File: config.mk
export PLATFORM = sky130hd
export DESIGN_NAME = gmii_frame_gen
export DESIGN_NICKNAME = d
export VERILOG_FILES = /design/src/rtl/gmii_frame_gen.sv
export SDC_FILE = /design/constraint.sdc
export NUM_CORES = 1
export LEC_CHECK = 0
export BUFFER_PORTS_ARGS = -buffer_cell sky130_fd_sc_hd__buf_2
export CORE_UTILIZATION = 54
export CTS_BUF_LIST = sky130_fd_sc_hd__clkbuf_4
export DETAILED_ROUTE_END_ITERATION = 8
export PLACE_DENSITY = 0.86
export SLEW_MARGIN = 15
export SYNTH_ARGS = -nofsm -noshare
export SYNTH_HDL_FRONTEND = slang
export SYNTH_SLANG_ARGS = --single-unit
export TNS_END_PERCENT = 30
File: constraint.sdc
create_clock -name Clk -period 3.6 [get_ports Clk]
set_input_delay 0.72 -clock Clk [delete_from_list [all_inputs] [get_ports Clk]]
set_output_delay 0.72 -clock Clk [all_outputs]
set_load 0.01 [all_outputs]
File: src/rtl/gmii_frame_gen.sv
// GMII frame stimulus source: preamble, SFD, patterned payload and IFG, repeated per start
// request, launched only while the PCS synchronizer reports code sync.
module gmii_frame_gen #(
  parameter int unsigned PREAMBLE_LEN = 7,
  parameter int unsigned PAYLOAD_LEN  = 16,
  parameter int unsigned IFG_LEN      = 12,
  parameter int unsigned NUM_FRAMES   = 4,
  parameter int unsigned DATA_MODE    = 0,
  parameter int unsigned ERR_EN       = 0,
  parameter int unsigned ERR_FRAME    = 1,
  parameter int unsigned ERR_BYTE     = 3
) (
  input  logic       Clk,
  input  logic       mr_main_reset,
  input  logic       start,
  input  logic       stop,
  input  logic       code_sync_status,
  output logic [7:0] TXD,
  output logic       TX_EN,
  output logic       TX_ER,
  output logic       busy,
  output logic       done,
  output logic [7:0] frame_cnt
);

  typedef enum logic [2:0] {
    S_IDLE, S_WAIT_SYNC, S_PREAMBLE, S_SFD, S_PAYLOAD, S_ABORT, S_IFG, S_DONE
  } state_e;

  localparam logic [7:0] PRE_LAST    = 8'(PREAMBLE_LEN - 1);
  localparam logic [7:0] PAY_LAST    = 8'(PAYLOAD_LEN - 1);
  localparam logic [7:0] IFG_LAST    = 8'(IFG_LEN - 1);
  localparam logic [7:0] NUM_LAST    = 8'(NUM_FRAMES - 1);
  localparam logic [7:0] ERR_FRAME_B = 8'(ERR_FRAME);
  localparam logic [7:0] ERR_BYTE_B  = 8'(ERR_BYTE);
  // Out-of-range error coordinates disable injection instead of aliasing after truncation.
  localparam bit ERR_ACTIVE = (ERR_EN != 0) && (ERR_FRAME < NUM_FRAMES) &&
                              (ERR_BYTE < PAYLOAD_LEN);

  state_e     state_q, state_d;
  logic [7:0] cnt_q, cnt_d;
  logic [7:0] lfsr_q, lfsr_d;
  logic [7:0] frame_cnt_q, frame_cnt_d;
  logic       stop_seen_q, stop_seen_d;
  logic       aborted_q, aborted_d;
  logic [7:0] txd_q, txd_d;
  logic       tx_en_q, tx_en_d;
  logic       tx_er_q, tx_er_d;
  logic       busy_q, busy_d;
  logic       done_q, done_d;
  logic       in_frame;

  // Fibonacci LFSR, x^8 + x^6 + x^5 + x^4 + 1.
  function automatic logic [7:0] lfsr_next(input logic [7:0] v);
    return {v[6:0], v[7] ^ v[5] ^ v[4] ^ v[3]};
  endfunction

  assign in_frame = state_q inside {S_PREAMBLE, S_SFD, S_PAYLOAD};

  always_comb begin
    // NOTE: every variable gets a default first so no path can infer a latch.
    state_d     = state_q;
    cnt_d       = cnt_q;
    lfsr_d      = lfsr_q;
    frame_cnt_d = frame_cnt_q;
    stop_seen_d = stop_seen_q | (stop && (state_q != S_IDLE));
    aborted_d   = aborted_q;
    txd_d       = 8'h00;
    tx_en_d     = 1'b0;
    tx_er_d     = 1'b0;

    if (in_frame && !code_sync_status) begin
      state_d   = S_ABORT;
      aborted_d = 1'b1;
    end else begin
      unique case (state_q)
        S_IDLE: begin
          if (start) begin
            state_d     = S_WAIT_SYNC;
            frame_cnt_d = 8'h00;
          end
        end
        S_WAIT_SYNC: begin
          if (stop_seen_q || stop) begin
            state_d = S_DONE;
          end else if (code_sync_status) begin
            state_d = S_PREAMBLE;
            cnt_d   = 8'h00;
          end
        end
        S_PREAMBLE: begin
          if (cnt_q == PRE_LAST) state_d = S_SFD;
          else                   cnt_d   = cnt_q + 8'd1;
        end
        S_SFD: begin
          state_d = S_PAYLOAD;
          cnt_d   = 8'h00;
        end
        S_PAYLOAD: begin
          if (cnt_q == PAY_LAST) begin
            state_d = S_IFG;
            cnt_d   = 8'h00;
          end else begin
            cnt_d = cnt_q + 8'd1;
          end
        end
        S_ABORT: begin
          state_d = S_IFG;
          cnt_d   = 8'h00;
        end
        S_IFG: begin
          if (cnt_q == IFG_LAST) begin
            if (!aborted_q) frame_cnt_d = frame_cnt_q + 8'd1;
            aborted_d = 1'b0;
            // With sync held the next preamble follows the IFG directly, so WAIT_SYNC
            // only adds a cycle when the link is actually down.
            if ((!aborted_q && (frame_cnt_q == NUM_LAST)) || stop_seen_q || stop) begin
              state_d = S_DONE;
            end else if (code_sync_status) begin
              state_d = S_PREAMBLE;
              cnt_d   = 8'h00;
            end else begin
              state_d = S_WAIT_SYNC;
            end
          end else begin
            cnt_d = cnt_q + 8'd1;
          end
        end
        S_DONE:  state_d = S_IDLE;
        default: state_d = S_IDLE;
      endcase
    end

    // Outputs are decoded from the state being entered, so they register on that edge.
    unique case (state_d)
      S_PREAMBLE: begin
        tx_en_d = 1'b1;
        txd_d   = 8'h55;
      end
      S_SFD: begin
        tx_en_d = 1'b1;
        txd_d   = 8'hD5;
        lfsr_d  = 8'h01;
      end
      S_PAYLOAD: begin
        tx_en_d = 1'b1;
        txd_d   = (DATA_MODE == 1) ? lfsr_q : (frame_cnt_q + cnt_d);
        lfsr_d  = lfsr_next(lfsr_q);
        tx_er_d = ERR_ACTIVE && (frame_cnt_q == ERR_FRAME_B) && (cnt_d == ERR_BYTE_B);
      end
      S_ABORT: begin
        tx_en_d = 1'b1;
        tx_er_d = 1'b1;
      end
      default: ;
    endcase

    if (state_d == S_IDLE) stop_seen_d = 1'b0;
    busy_d = (state_d != S_IDLE);
    done_d = (state_d == S_DONE);
  end

  always_ff @(posedge Clk) begin
    // NOTE: sequential state uses non-blocking assignments so all flops update together.
    if (!mr_main_reset) begin
      state_q     <= S_IDLE;
      cnt_q       <= 8'h00;
      lfsr_q      <= 8'h01;
      frame_cnt_q <= 8'h00;
      stop_seen_q <= 1'b0;
      aborted_q   <= 1'b0;
      txd_q       <= 8'h00;
      tx_en_q     <= 1'b0;
      tx_er_q     <= 1'b0;
      busy_q      <= 1'b0;
      done_q      <= 1'b0;
    end else begin
      state_q     <= state_d;
      cnt_q       <= cnt_d;
      lfsr_q      <= lfsr_d;
      frame_cnt_q <= frame_cnt_d;
      stop_seen_q <= stop_seen_d;
      aborted_q   <= aborted_d;
      txd_q       <= txd_d;
      tx_en_q     <= tx_en_d;
      tx_er_q     <= tx_er_d;
      busy_q      <= busy_d;
      done_q      <= done_d;
    end
  end

  assign TXD       = txd_q;
  assign TX_EN     = tx_en_q;
  assign TX_ER     = tx_er_q;
  assign busy      = busy_q;
  assign done      = done_q;
  assign frame_cnt = frame_cnt_q;

endmodule

* Yosys cells after proc, flatten, opt, wreduce, memory -nomap -nowiden
Cells that the tools add are included.
Word-level totals: input port bits 5, logic and storage cells 84, bits in writable memories 0, bits in latches 0, ROM bits 0, output and inout port bits 20, bits in registers 33, memories kept 0
Cells by class: bitwise gates (word level) 3, multiplexer cells 28, divide/modulo/power cells 0, add/sub/neg operators 3, reduce and logical (&&, ||, !) cells 21, equality and inequality tests 19, $lt $le $gt $ge 0, multipliers 0, shift operators 0
Operator list (number):
- $mux W8 | 10
- $pmux W8 S5 | 1
- $mux W3 | 8
- $pmux W3 S8 | 1
- $pmux W8 S3 | 1
- $eq A3 B3 Y1 const B | 7
- $add A8 B1 Y8 const B | 2
- $eq A8 B4 Y1 const B | 2
- $pmux W8 S2 | 1
- $eq A3 B2 Y1 const B | 4
- $reduce_bool A3 Y1 | 3
- $add A8 B8 Y8 | 1
- $eq A8 B2 Y1 const B | 1
- $eq A8 B3 Y1 const B | 1
- $logic_not A3 Y1 | 2
- $ne A2 B2 Y1 const B | 3
- $reduce_bool A2 Y1 | 3
- $mux W1 | 5
- $reduce_and A5 Y1 | 1
- $reduce_or A2 Y1 | 2
- $reduce_or A4 Y1 | 1
- $eq A3 B1 Y1 const B | 1
- $logic_and A1 B1 Y1 | 3
- $logic_or A1 B1 Y1 | 3
- other kinds (5) | 7

* Logic depth before layout (Yosys ltp)
depth after elaboration 11, mapped depth 16, gate-level depth less buffers 16

* Worst setup path before layout
Ideal clock, no wire load.
kind register -> register, start point register cnt_q[4], end point register txd_q[7], in the netlist TXD[7], path slack 0.118 ns, arrival 3.347 ns, required time 3.465 ns, stages on the path, launching flop included 16, library setup time 0.135 ns, clock period less this slack 3.482 ns, cell sequence dfxtp_1 > or4_4 > buf_6 > nor4_4 > a21bo_2 > nor2b_1 > o21ai_2 > o2bb2ai_1 > ha_1 > a21o_1 > a21oi_1 > o211ai_1 > a21o_1 > a21oi_1 > and3_1 > o32ai_2
RTL lines:
- start: declaration | line 41 | logic [7:0] cnt_q, cnt_d;
- start signal: assignment | line 179 | cnt_q <= cnt_d;
- $eq A8 B4 Y1, or another cell as far along | line 112 | if (cnt_q == IFG_LAST) begin
- $mux W8 (on tied branches) | line 112, 100, 92
- $pmux W8 S5 * | line 76 | unique case (state_q)
- $mux W8 * | line 72 | if (in_frame && !code_sync_status) begin
- via cnt_d[1] | line 41
- $add A8 B8 Y8 * | line 147 | txd_d = (DATA_MODE == 1) ? lfsr_q : (frame_cnt_q + cnt_d);
- $pmux W8 S3 * | line 135 | unique case (state_d)
- end signal: assignment | line 184 | txd_q <= txd_d;
- end: declaration | line 46 | logic [7:0] txd_q, txd_d;
The timed path passes the listed nets; every way through them passes the cells marked *. A chain may end at the register's enable or synchronous reset.

* Worst setup path after layout
start point register cnt_q[5], end point register txd_q[6], in the netlist TXD[6]
The elaborated chain is that of the path after synthesis.

==> impl_results.md <==
* Instance count on the critical path at 15
* Power consumption at 1509 uW
* Sequential area share after synthesis at 31.81%
* Detailed-placement wirelength estimate at 3846 um
* Final Max Tran Viols at 0
* Final hold violations at 0
* Critical path startpoint category: flip-flop
* Via/cell ratio at 6.000
* Slowest cell delay on critical path at 0.54 ns
* Die span in y at 64.02 um
* Peak supply drop at 0.0003742 V
* Top post-synthesis cells by count: 33 x dfxtp_1, 28 x nor2_1, 19 x nand2_1
* Root Buffer: clkbuf_4
* Most common cell in the synthesized netlist: dfxtp_1
* Achievable clock frequency at 295.0 MHz
* Worst path most repeated cell: a21o_1
* Critical path buffers and inverters at 1
* Synth unique cells at 54
* Int Power at 876.9 uW
* Hold Crit Class: reg -> reg
* Layout Cells excl Fill at 331
* Register share of total power at 32.4%
* Psw at 631.8 uW
* Global router's overall resource usage at 25.97%
* Die width at 64.02 um
* Syn avg cell area at 8.478 um^2
* Fin crit share at 94.18%
* CP Max Fanout at 7
* Post-synth top flop: dfxtp_1
* Multi-input gate area at 0.001341 mm^2
* Max transition margin at 59.67%
* Final setup violation count at 0
* Unrepaired setup endpoints after global routing: false
* Top Family by Delay on Critical Path: compound AO/OA/AOI/OAI gates
* Num rows at 22
* Clock Skew at 0.006185 ns
* EDFF count, synth at 0
* Worst-Margin Slew at 0.6049 ns
* Vias in the first global route at 1,812
* First-pass GRT wire length at 8231 um
* #FFs+latches synth at 33
* Seq. cell area at 663.1 um^2
* Post-CTS Repair Setup Buffers at 0
* Clock share of power at 18.1%
* Die Area at 0.004099 mm^2
* Post-synth ARST share at 0%
* DRT Pass-1 Iters at 5
* Fin crit period at 3.390 ns
* MaxCap Viol Count at 0
* FILL cells at 324
* Clock latency on the worst-skew pair at 0.33 ns
* Hold depth at 2
* CTS tree: yes
* Cts repair resizes at 0
* Setup TNS at 0 ns
* DRC viols at 0
* # placed instances at 323
* Worst Setup End Kind: flip-flop
* Util after Layout at 65.23%
* CTS sink count at 33
* Clk buf depth at 2
* Routed Antenna Nets at 0
* Nets at 298
* Post-Route WL at 5004 um
* Combinational power share at 49.5%
* Cell taking the most area after synthesis: dfxtp_1
* H-tree depth at 2
* Post-route cell area at 0.002406 mm^2
* Area contributors post-synth: dfxtp_1 32%, ha_1 6.0%, nor2_1 5.1%
* Pwr Density at 627.1 mW/mm^2
* Gp weighted congestion at 0.9317
* Ant. Diodes at 0
* Worst Path Required at 3.82 ns
* Kind of critical path: reg -> reg
* Outcome: finished clean
* Post-Synthesis Cells at 245
* Clk slew on worst S/H paths at 0.10 ns
* Initial antenna violation count at 0
* Ys Warns at 0
* Critical path's slowest cell: or4_4
* Area Growth Syn to Fin at 15.84%
* Via count at 1,986
* Layout cell share with drive strength beyond 1 at 23.67%
* Worst r2r path cells at 15
* Cell Area, Synth at 0.002077 mm^2
* Hold buffer count at cts at 0
* PortBufs at 24
* Synthesized net count at 261
* DP Area at 0.002325 mm^2
* Gr ovfl total at 0
* Iteration-0 DRC count of the detailed router at 188
* Cell breakdown of the critical path: or4_4 -> buf_4 -> o221a_4 -> o211ai_2 -> nor2_1 -> a21o_1 -> ha_1 -> fa_1 -> a21o_1 -> a21o_1 -> nand2_1 -> nand2_1 -> a21oi_1 -> xor2_1 -> o21ai_0
* Sw Ratio at 41.88%
* Largest net degree at the start of global routing at 18
* Post-synth top area share at 31.81%
* Io pins at 25
* Leak Pwr at 0.001067 uW
* Area of the core at 0.003689 mm^2
* Initial Util at 56.31%
* CTS Buf Count at 5
* CP arrival at 3.61 ns
* Avg WL per Cell at 15.12 um
## flip-flops by register name, indices dropped and copies added (netlist names), 3 cells and up
register   cells
frame_cnt      8
state_q        3
cnt_q          8
TXD            8
## worst paths after layout
check	from	to	slack, ns
worst max-delay path	cnt_q[5]$_SDFF_PN0_	TXD[6]$_SDFF_PN0_	0.21
worst min-delay path	cnt_q[7]$_SDFF_PN0_	cnt_q[7]$_SDFF_PN0_	0.62
worst max register to register	cnt_q[5]$_SDFF_PN0_	TXD[6]$_SDFF_PN0_	0.21
worst min register to register	cnt_q[7]$_SDFF_PN0_	cnt_q[7]$_SDFF_PN0_	0.62
## layout by cell type, fill, tap and decap left out, types with 4 or more instances in the layout
cell type,instances
dfxtp_1,31
nor2_1,28
buf_2,24
nand2_1,19
buf_4,15
o21ai_0,12
a21oi_1,12
ha_1,10
xor2_1,9
inv_1,8
a21o_1,8
nand3_1,7
and2_1,7
nor3_1,6
a31oi_1,6
o31ai_1,6
clkbuf_4,6
nand2b_1,5
and3_1,5
nor2b_1,4
## worst reg2reg max path, cell delays in order, from the launching register on
cell	delay (ns)
dfxtp_1	0.35
or4_4	0.54
buf_4	0.19
o221a_4	0.25
o211ai_2	0.16
nor2_1	0.09
a21o_1	0.18
ha_1	0.21
fa_1	0.40
a21o_1	0.19
a21o_1	0.19
nand2_1	0.07
nand2_1	0.05
a21oi_1	0.17
xor2_1	0.15
o21ai_0	0.08
## stage by stage
stage                     hold WS, ns  worst slack (ns)
after floorplan                0.5407            0.1185
after global placement         0.5721            0.1265
after detailed placement       0.5945            0.1138
after CTS                      0.6145            0.1707
after global routing           0.6576          0.002895
final                          0.6231            0.2097
## cell type report
type	instances	share of cell area, %
Clock inverter	2	1.404
Inverter	8	1.248
Tap cell	48	2.496
Sequential cell	33	27.56
Clock buffer	6	1.872
Multi-Input combinational cell	195	55.75
Timing Repair Buffer	39	9.672
## metal layers
metal / GRT usage (%) / routed length, um / part of all wire (%) / up-vias
met2: 42.95 / 2381 / 48 / 85
met1: 32.89 / 2230 / 45 / 922
met3: 4.643 / 264 / 5.3 / 16
met4: 11.08 / 127 / 2.5 / 0
li1: - / - / - / 963
met5: 0 / 0 / 0 / -
## power groups by stage
stage / clock network (uW) / registers [uW] / logic [uW]
final: 273 / 489 / 747
after global routing: 294 / 496 / 810
after CTS: 278 / 487 / 732
after detailed placement: 0 / 494 / 725
after global placement: 0 / 492 / 704
after floorplan: 0 / 497 / 519
## logic make-up (layout without fill, tap and decap cells)
| family | after synthesis | count (layout) | share of synthesized area (%) |
|---|---|---|---|
| compound gates | 68 | 68 | 24.04 |
| buf+inv | 17 | 55 | 3.614 |
| simple gates | 100 | 100 | 26.33 |
| fa+ha+maj | 11 | 11 | 6.988 |
| flops | 33 | 33 | 31.81 |
| mux | 4 | 4 | 2.169 |
| xor+xnor | 12 | 12 | 5.061 |
No activity file was read; power rests on OpenSTA's default activity.
